`config.mk`:
```
export PLATFORM = sky130hd
export DESIGN_NAME = fifo_packet_reader_flat
export DESIGN_NICKNAME = d
export VERILOG_FILES = /design/src/rtl/fifo_pkg.sv /design/src/rtl/fifo_packet_reader_if.sv /design/src/rtl/backoff_counter.sv /design/src/rtl/fifo_packet_reader.sv /design/src/flat_wrapper.sv
export SDC_FILE = /design/constraint.sdc
export NUM_CORES = 1
export LEC_CHECK = 0
export BUFFER_PORTS_ARGS = -buffer_cell sky130_fd_sc_hd__buf_2
export CAP_MARGIN = 20
export CORE_ASPECT_RATIO = 0.75
export CORE_MARGIN = 8
export CORE_UTILIZATION = 28
export DETAILED_ROUTE_END_ITERATION = 7
export GPL_TIMING_DRIVEN = 0
export PLACE_DENSITY = 0.47
export RECOVER_POWER = 50
export SYNTH_ARGS = -nofsm -noshare
export SYNTH_HDL_FRONTEND = slang
export SYNTH_SLANG_ARGS = --single-unit
```
`constraint.sdc`:
```
create_clock -name clk -period 2.65 [get_ports clk]
set_clock_uncertainty 0.15 [all_clocks]
set_input_delay 0.1325 -clock clk [delete_from_list [all_inputs] [get_ports clk]]
set_output_delay 0.1325 -clock clk [all_outputs]
set_load 0.1 [all_outputs]
```
`src/rtl/fifo_pkg.sv`:
```
// Shared definitions for the custom_fifo read/write engines: widths, reader
// state encoding and the FIFO read latency.
package fifo_pkg;
    localparam int DATA_W     = 8;
    localparam int LEN_W      = 11;
    // read_data is valid this many cycles after read_enable
    localparam int RD_LATENCY = 1;

    typedef enum logic [2:0] {
        ST_IDLE,
        ST_FETCH,
        ST_WAIT,
        ST_SEND,
        ST_BACKOFF,
        ST_DROP_FETCH,
        ST_DONE
    } reader_state_t;
endpackage

```
`src/rtl/fifo_packet_reader_if.sv`:
```
// FIFO pop side and transmit byte stream seen by the packet reader.
interface fifo_packet_reader_if;
    import fifo_pkg::*;

    logic [DATA_W-1:0] read_data;
    logic              fifo_empty;
    logic              read_enable;
    logic              read_start;
    logic              read_error;
    logic [DATA_W-1:0] tx_data;
    logic              tx_valid;
    logic              tx_last;
    logic              tx_ready;
    logic              tx_abort;

    modport master (
        input  read_data, fifo_empty, tx_ready, tx_abort,
        output read_enable, read_start, read_error, tx_data, tx_valid, tx_last
    );
    modport slave (
        output read_data, fifo_empty, tx_ready, tx_abort,
        input  read_enable, read_start, read_error, tx_data, tx_valid, tx_last
    );
endinterface

```
`src/rtl/backoff_counter.sv`:
```
// Loadable down-counter; expired_o is high once the count has reached zero.
module backoff_counter #(
    parameter int W = 4
) (
    input  logic         clk,
    input  logic         n_rst,
    input  logic         load_i,
    input  logic [W-1:0] load_val_i,
    output logic         expired_o
);
    logic [W-1:0] cnt_q, cnt_d;

    always_comb begin
        cnt_d = cnt_q;
        if (load_i)
            cnt_d = load_val_i;
        else if (cnt_q != '0)
            cnt_d = cnt_q - W'(1);
    end

    always_ff @(posedge clk or negedge n_rst) begin
        if (!n_rst) cnt_q <= '0;
        else        cnt_q <= cnt_d;
    end

    assign expired_o = (cnt_q == '0);
endmodule

```
`src/rtl/fifo_packet_reader.sv`:
```
// Drains one committed packet per start from custom_fifo to the tx byte stream,
// rewinding and retransmitting on abort until the retry budget is spent.
module fifo_packet_reader
    import fifo_pkg::*;
#(
    parameter int MAX_RETRY      = 3,
    parameter int BACKOFF_CYCLES = 16
) (
    input  logic             clk,
    input  logic             n_rst,
    input  logic             start,
    input  logic [LEN_W-1:0] pkt_len,
    output logic             busy,
    output logic             done,
    output logic             dropped,
    output logic [1:0]       retry_cnt,
    fifo_packet_reader_if.master bus
);
    localparam int BO_W = (BACKOFF_CYCLES > 1) ? $clog2(BACKOFF_CYCLES) : 1;

    reader_state_t     state_q, state_d;
    logic [LEN_W-1:0]  len_q, len_d;
    logic [LEN_W-1:0]  idx_q, idx_d;
    logic [1:0]        retry_q, retry_d;
    logic              first_q, first_d;
    logic [DATA_W-1:0] txd_q, txd_d;
    logic [RD_LATENCY-1:0] rd_vld_q;
    logic              re, rs, rerr, bo_load, bo_exp, in_xfer;

    backoff_counter #(.W(BO_W)) u_backoff (
        .clk        (clk),
        .n_rst      (n_rst),
        .load_i     (bo_load),
        .load_val_i (BO_W'(BACKOFF_CYCLES - 1)),
        .expired_o  (bo_exp)
    );

    assign in_xfer = (state_q == ST_FETCH) || (state_q == ST_WAIT) || (state_q == ST_SEND);

    always_comb begin
        state_d = state_q;
        len_d   = len_q;
        idx_d   = idx_q;
        retry_d = retry_q;
        first_d = first_q;
        txd_d   = txd_q;
        re      = 1'b0;
        rs      = 1'b0;
        rerr    = 1'b0;
        bo_load = 1'b0;
        if (in_xfer && bus.tx_abort) begin
            // abort wins over tx_ready and suppresses any pop this cycle
            if (int'(retry_q) < MAX_RETRY) begin
                rerr    = 1'b1;
                idx_d   = '0;
                retry_d = retry_q + 2'd1;
                first_d = 1'b1;
                bo_load = 1'b1;
                state_d = ST_BACKOFF;
            end else begin
                state_d = ST_DROP_FETCH;
            end
        end else begin
            case (state_q)
                ST_IDLE: if (start) begin
                    if (pkt_len != '0) begin
                        len_d   = pkt_len;
                        idx_d   = '0;
                        retry_d = '0;
                        first_d = 1'b1;
                        state_d = ST_FETCH;
                    end else begin
                        state_d = ST_DONE;
                    end
                end
                ST_FETCH: if (!bus.fifo_empty) begin
                    re      = 1'b1;
                    rs      = first_q;
                    first_d = 1'b0;
                    idx_d   = idx_q + LEN_W'(1);
                    state_d = ST_WAIT;
                end
                ST_WAIT: if (rd_vld_q[RD_LATENCY-1]) begin
                    txd_d   = bus.read_data;
                    state_d = ST_SEND;
                end
                ST_SEND: if (bus.tx_ready)
                    state_d = (idx_q == len_q) ? ST_DONE : ST_FETCH;
                ST_BACKOFF: if (bo_exp) state_d = ST_FETCH;
                ST_DROP_FETCH: begin
                    if (idx_q == len_q) begin
                        state_d = ST_IDLE;
                    end else if (!bus.fifo_empty) begin
                        re    = 1'b1;
                        idx_d = idx_q + LEN_W'(1);
                    end
                end
                ST_DONE: state_d = ST_IDLE;
                default: state_d = ST_IDLE;
            endcase
        end
    end

    always_ff @(posedge clk or negedge n_rst) begin
        if (!n_rst) begin
            state_q  <= ST_IDLE;
            len_q    <= '0;
            idx_q    <= '0;
            retry_q  <= '0;
            first_q  <= 1'b0;
            txd_q    <= '0;
            rd_vld_q <= '0;
        end else begin
            state_q  <= state_d;
            len_q    <= len_d;
            idx_q    <= idx_d;
            retry_q  <= retry_d;
            first_q  <= first_d;
            txd_q    <= txd_d;
            rd_vld_q <= RD_LATENCY'({rd_vld_q, re});
        end
    end

    assign busy            = (state_q != ST_IDLE);
    assign done            = (state_q == ST_DONE);
    assign dropped         = (state_q == ST_DROP_FETCH) && (idx_q == len_q);
    assign retry_cnt       = retry_q;
    assign bus.read_enable = re;
    assign bus.read_start  = rs;
    assign bus.read_error  = rerr;
    assign bus.tx_data     = txd_q;
    assign bus.tx_valid    = (state_q == ST_SEND);
    assign bus.tx_last     = (state_q == ST_SEND) && (idx_q == len_q);
endmodule

```
`src/flat_wrapper.sv`:
```
// flat-port wrapper written by rule: the top's interface ports become plain ports
module fifo_packet_reader_flat import fifo_pkg::*;
#(
    parameter int MAX_RETRY      = 3,
    parameter int BACKOFF_CYCLES = 16
)
  (clk, n_rst, start, pkt_len, busy, done, dropped, retry_cnt, bus_read_data, bus_fifo_empty, bus_tx_ready, bus_tx_abort, bus_read_enable, bus_read_start, bus_read_error, bus_tx_data, bus_tx_valid, bus_tx_last);
  fifo_packet_reader_if bus_i ();
  input  logic clk;
  input  logic n_rst;
  input  logic start;
  input  logic [LEN_W-1:0] pkt_len;
  output logic busy;
  output logic done;
  output logic dropped;
  output logic [1:0] retry_cnt;
  input wire logic [$bits(bus_i.read_data)-1:0] bus_read_data;
  input wire logic [$bits(bus_i.fifo_empty)-1:0] bus_fifo_empty;
  input wire logic [$bits(bus_i.tx_ready)-1:0] bus_tx_ready;
  input wire logic [$bits(bus_i.tx_abort)-1:0] bus_tx_abort;
  output wire logic [$bits(bus_i.read_enable)-1:0] bus_read_enable;
  output wire logic [$bits(bus_i.read_start)-1:0] bus_read_start;
  output wire logic [$bits(bus_i.read_error)-1:0] bus_read_error;
  output wire logic [$bits(bus_i.tx_data)-1:0] bus_tx_data;
  output wire logic [$bits(bus_i.tx_valid)-1:0] bus_tx_valid;
  output wire logic [$bits(bus_i.tx_last)-1:0] bus_tx_last;
  assign bus_i.read_data = bus_read_data;
  assign bus_i.fifo_empty = bus_fifo_empty;
  assign bus_i.tx_ready = bus_tx_ready;
  assign bus_i.tx_abort = bus_tx_abort;
  assign bus_read_enable = bus_i.read_enable;
  assign bus_read_start = bus_i.read_start;
  assign bus_read_error = bus_i.read_error;
  assign bus_tx_data = bus_i.tx_data;
  assign bus_tx_valid = bus_i.tx_valid;
  assign bus_tx_last = bus_i.tx_last;
  fifo_packet_reader #(.MAX_RETRY(MAX_RETRY), .BACKOFF_CYCLES(BACKOFF_CYCLES)) u_core (.clk(clk), .n_rst(n_rst), .start(start), .pkt_len(pkt_len), .busy(busy), .done(done), .dropped(dropped), .retry_cnt(retry_cnt), .bus(bus_i));
endmodule
```
After elaboration in Yosys (flattened, before gate mapping)
Index checks and enable logic that the tools add are counted.
{"block": "totals", "elab_cells": 91, "out_inout_bits": 18, "reg_bits": 41}
{"block": "op_classes", "n_eq_ne": 16, "magnitude_cmp": 1, "bitwise": 1, "n_reduce_logical": 22, "mux": 40, "n_addsub": 3}
{"cell": "11-bit two-way mux", "n": 6}
{"cell": "11-bit one-hot mux with 3 select lines", "n": 1}
{"cell": "3-bit two-way mux", "n": 9}
{"cell": "3-bit one-hot mux with 6 select lines", "n": 1}
{"cell": "1-bit two-way mux", "n": 14}
{"cell": "3-bit by 2-bit inequality test with 1-bit output (second input constant)", "n": 4}
{"cell": "11-bit by 1-bit adder with 11-bit output (second input constant)", "n": 1}
{"cell": "11-bit == test", "n": 1}
{"cell": "11-bit nonzero test", "n": 1}
{"cell": "2-bit two-way mux", "n": 5}
{"cell": "5-bit AND reduction", "n": 2}
{"cell": "3-bit == test (second input constant)", "n": 3}
{"cell": "3-bit by 1-bit inequality test with 1-bit output (second input constant)", "n": 3}
{"cell": "4-bit two-way mux", "n": 2}
{"cell": "4-bit AND reduction", "n": 2}
{"cell": "2-bit nonzero test", "n": 4}
{"cell": "4-bit nonzero test", "n": 2}
{"cell": "3-bit by 2-bit == test with 1-bit output (second input constant)", "n": 2}
{"cell": "6-bit AND reduction", "n": 1}
{"cell": "3-bit nonzero test", "n": 2}
{"cell": "4-bit logical NOT", "n": 1}
{"cell": "1-bit one-hot mux with 2 select lines", "n": 2}
{"cell": "4-bit by 1-bit subtractor with 4-bit output (second input constant)", "n": 1}
{"cell": "3-bit by 1-bit == test with 1-bit output (second input constant)", "n": 1}
{"cell": "9 further kinds", "n": 12}

Longest topological paths before layout
{"block": "depth", "depth_word": 6, "ltp_mapped": 7, "mapped_depth_nobuf": 7}

By module
A second synthesis with hierarchy kept.
{"block": "hier_totals", "cells_unflattened": 218, "hier_area_um2": 2307.2}
{"module": "fifo_packet_reader", "n_inst": 1, "area_per_inst_um2": 2073.2, "cells_each": 196}
{"module": "backoff_counter", "n_inst": 1, "area_per_inst_um2": 234.0, "cells_each": 22}

Worst setup path after synthesis
Ideal clock, no wire load.
{"block": "synth_timing", "path_kind": "register to register", "start": "register u_core.retry_q[0] (netlist: u_core.retry_cnt[0])", "end": "register u_core.retry_q[1] (netlist: u_core.retry_cnt[1])", "path_buffers": 1, "t_arrival_ns": 2.510, "synth_period_minus_slack_ns": 2.729, "stages_incl_launch_ff": 7, "slack_ns": -0.079, "t_required_ns": 2.431, "cell_sequence": "dfrtp_1 ha_1 or3_1 clkbuf_1 inv_1 nand2_1 nand2_1"}
{"block": "synth_via", "elab_chain_cells": 3, "elab_cells_between_ends": 6, "classes_between": "1 x add/sub; 1 x order compare; 1 x eq/ne; 2 x mux; 1 x reduce/logical"}
{"element": "start: declaration", "line": "fifo_packet_reader.sv:24", "rtl": "logic [1:0] retry_q, retry_d;"}
{"element": "start signal: assignment", "line": "fifo_packet_reader.sv:117", "rtl": "retry_q <= retry_d;"}
{"element": "2-bit less-than comparator or 2-bit by 1-bit adder with 2-bit output (tied branches)", "line": "fifo_packet_reader.sv:53, fifo_packet_reader.sv:56"}
{"element": "2-bit inequality test (no source line) or 2-bit two-way mux (tied branches)"}
{"element": "4-bit AND reduction (no source line) or 2-bit two-way mux (tied branches)"}
Parallel ways exist; a longest one is shown, timed or not. The select of a mux whose other input is x is not followed.
A chain may end at the register's enable or synchronous reset.

Final worst setup path
{"block": "layout_timing", "start": "register u_core.idx_q[3]", "end": "output port bus_read_enable"}
{"block": "layout_via", "elab_chain_cells": 4}
{"element": "start: declaration", "line": "fifo_packet_reader.sv:23", "rtl": "logic [LEN_W-1:0] idx_q, idx_d;"}
{"element": "start signal: assignment", "line": "fifo_packet_reader.sv:116", "rtl": "idx_q <= idx_d;"}
{"element": "11-bit == test", "line": "fifo_packet_reader.sv:91", "rtl": "if (idx_q == len_q) begin"}
{"element": "1-bit two-way mux", "line": "fifo_packet_reader.sv:91"}
{"element": "1-bit one-hot mux with 2 select lines", "line": "fifo_packet_reader.sv:64", "rtl": "case (state_q)"}
{"element": "1-bit two-way mux", "line": "fifo_packet_reader.sv:51", "rtl": "if (in_xfer && bus.tx_abort) begin"}
{"element": "end: declaration", "line": "flat_wrapper.sv:21", "rtl": "output wire logic [$bits(bus_i.read_enable)-1:0] bus_read_enable;"}
Every way passes these cells.

==> results.cfg <==
[die]
dieArea_sq_um = 11280
fp.dieH_um = 94.02
die_w_um = 120.0
core_area_sq_um = 7883
rows = 28
num_io_pins = 43
floorplan.initialDensity_pct = 28.83

[worst_setup_path]
crit_path_max_fanout = 9
cp_cell_sequence = xnor2_1, nand4_1, or4_4, nand2_8, inv_4, buf_2
cp.arrival_ps = 2260
critPathMaxStageDelay_ps = 610
timing.critical_path.required_ps = 2370
startpoint_to_endpoint_class_of_the_critical_path = reg -> out
critPathLaunchType = register
cpMaxStageDelayCell = or4_4
reg2reg_depth = 6
worstSetupEndpointType = output pin

[routing]
drt-wirelength-per-cell_um = 14.79
drt-initial-drc-count = 86
routed-via-count = 1878
vias_per_cell = 4.803
drt.antenna.violating_nets = 0
finalWirelength_um = 5781
drt_first_pass_iters = 5
route.detailed.drc = 0

[sta]
final_hold_violation_count = 0
rsz0062_at_grt = true
finalSetupViolCount = 0
fmax_mhz = 393.1
worstMarginPinSlew_ps = 1178
finalCriticalPeriod_ps = 2544
post-route-worst-setup-slack_ps = 106.0
timing.final.crit_share_pct = 96.00
final_slew_violations = 0
tns_ps = 0
timing.slew.headroom_pct = 21.80

[placed_design]
port_buffers = 42
dp.final_hpwl_um = 4329
place_area_sq_um = 2621
dpl_worst_slack_ps = 333.5
routabilityCongestion = 0.7974

[logic_synthesis]
yosys.area.top_type = dfrtp_1
ys_top_cells_by_count = 41 x dfrtp_1, 20 x mux2_2, 14 x nor2_1, 13 x nand2_1
postSynthNetCount = 244
post_synth_num_cell_types = 53
synth_cells = 216
synth-async-reset-ratio_pct = 100.0
post_synth_instance_area_sq_um = 2272
synth-warning-count = 0
synth_largest_type_area_fraction_pct = 45.15
avgSynthCellArea_sq_um = 10.52
seq_area_frac_synth_pct = 45.15
yosys-top-cells-area = dfrtp_1 45%, mux2_2 9.9%, xnor2_1 3.9%, o31ai_1 3.6%, nand4_1 2.5%
synth_seq_cells = 41
synth_edf_count = 0
post-synth-top-count-cell = dfrtp_1
synth_top_flop_cell = dfrtp_1

[global_routing]
busiest_layer = met1
grt_pass1_wl_um = 9591
grt_antenna_before_repair = 0
groute.layer.met2.usage_pct = 14.39
use_met1_pct = 15.75
gr-total-overflow = 0
gr_met3_demand_resource_pct = 3.183
first_global_vias = 1858
grt_start_max_net_pins = 42
global_route.usage.total_pct = 10.73

[cts]
postCtsSetupRepairBufs = 0
clock_insertion_delay_worst_skew_ps = 290
clock-sinks = 41
cts_buffer_depth = 2
cts_root_buffer = clkbuf_8
ctsHtreeMaxLevel = 2
cts_made_buffers = 5
cts_tree = built
clkSlewWorstSetupHoldPaths_ps = 80

[min_path]
hold_path_cell_cnt = 4
min-delay-path-class = in -> reg

[layout]
finish.instance_area_sq_um = 2940
antenna-diode-count = 0
design.final.nets = 313
proportion_of_layout_cells_with_a_drive_suffix_above_1_pct = 29.72
regArea_sq_um = 1028
areaGrowthSynthToFinish_pct = 29.41
multi_input_area_sq_um = 1184
fillerInstances = 805

[pwr]
irDropWorstVdd_v = 0.0005484
power.static_leakage_nw = 1.282
pwr_density_cell_nw_per_um2 = 1155

[job]
maxCapViolations = 0

[run_status]
status = finished, final reports clean
## final timing paths
kind	startpoint	slack [ps]	to
min in group asynchronous	n_rst	410	u_core.len_q[9]
setup reg to reg	u_core.retry_cnt[0]	480	u_core.idx_q[1]
hold / removal	bus_tx_ready	90	u_core.state_q[0]
max in group asynchronous	n_rst	1220	u_core.retry_cnt[1]
setup / recovery	u_core.idx_q[3]	110	bus_read_enable
hold reg to reg	u_core.bus.tx_data[2]	360	u_core.bus.tx_data[2]
## power by group
part	switching, W	internal [W]
registers	0.000180	0.000853
clock network	0.000215	0.000307
logic	0.00128	0.000562
total	0.00167	0.00172
## cell type report
type | count | area share (%)
multi-input combinational | 159 | 40.26
sequential | 41 | 34.98
timing repair buffer | 62 | 13.62
tap | 105 | 4.468
clock buffer | 7 | 2.936
inverter | 11 | 1.617
buffer | 5 | 1.106
clock inverter | 1 | 1.021
## state kept, by name, indices dropped and copies added (netlist names)
| name | count |
|---|---|
| u_core.rd_vld_q | 1 |
| u_core.state_q | 3 |
| u_core.u_backoff.cnt_q | 4 |
| u_core.retry_cnt | 2 |
| u_core.first_q | 1 |
| u_core.len_q | 11 |
| u_core.idx_q | 11 |
| u_core.bus.tx_data | 8 |
## per-stage QoR
step                      hold WS, ps  cells  util (%)  power, W
final                           87.19    391     37.30  0.003395
after global routing            104.0    391     37.30  0.003618
after CTS                       77.27    391     37.33  0.003439
after detailed placement        192.5    363     33.25  0.002876
after global placement          201.8    363     33.25  0.002874
after floorplan                -313.1    216         -  0.002501
## metal layers
metal | vias up | wire (um) | share of wire (%)
met2 | 40 | 2365 | 41
li1 | 936 | - | -
met4 | 0 | 45 | 0.78
met5 | - | 0 | 0
met3 | 2 | 311 | 5.4
met1 | 900 | 3059 | 53
## timing repair
| item | in CTS | in global routing |
|---|---|---|
| hold buffers | 20 | 0 |
| cloned | 0 | 0 |
| endpoints found under the setup margin | 1 | 2 |
| gates resized for setup | 1 | 2 |
| endpoints found under the hold margin | 60 | 0 |
## cells in the final DEF, fill, tap and decap left out, types with 3 or more instances in the layout
cell and count:
nand2_1 13, o21ai_0 5, ha_1 3, xnor2_1 9, buf_2 32, dfrtp_1 39, nand2b_1 6, nor3_1 4
dlygate4sd3_1 20, nand4_1 9, nor2_1 14, inv_1 9, clkbuf_8 6, a21oi_1 7, mux2_2 20, xnor2_2 3
o31ai_1 11, nand3_1 11, clkbuf_1 12
## critical path: cells and delay by family, from the launching register on
family / cells / cell delay, ps
flops: 1 / 460
simple gates: 3 / 930
xor+xnor: 1 / 250
buf+inv: 2 / 330
## kinds of logic after synthesis
kind of cell	Yosys count	synth area share (%)
muxes	20	9.912
buffers and inverters	16	3.359
xor gates and xnor gates	12	5.286
and+or+nand+nor	85	22.47
DFF	41	45.15
adders and majority gates	3	1.652
AOI/OAI and AO/OA	39	12.17
Power figures use the tool's default switching activity.
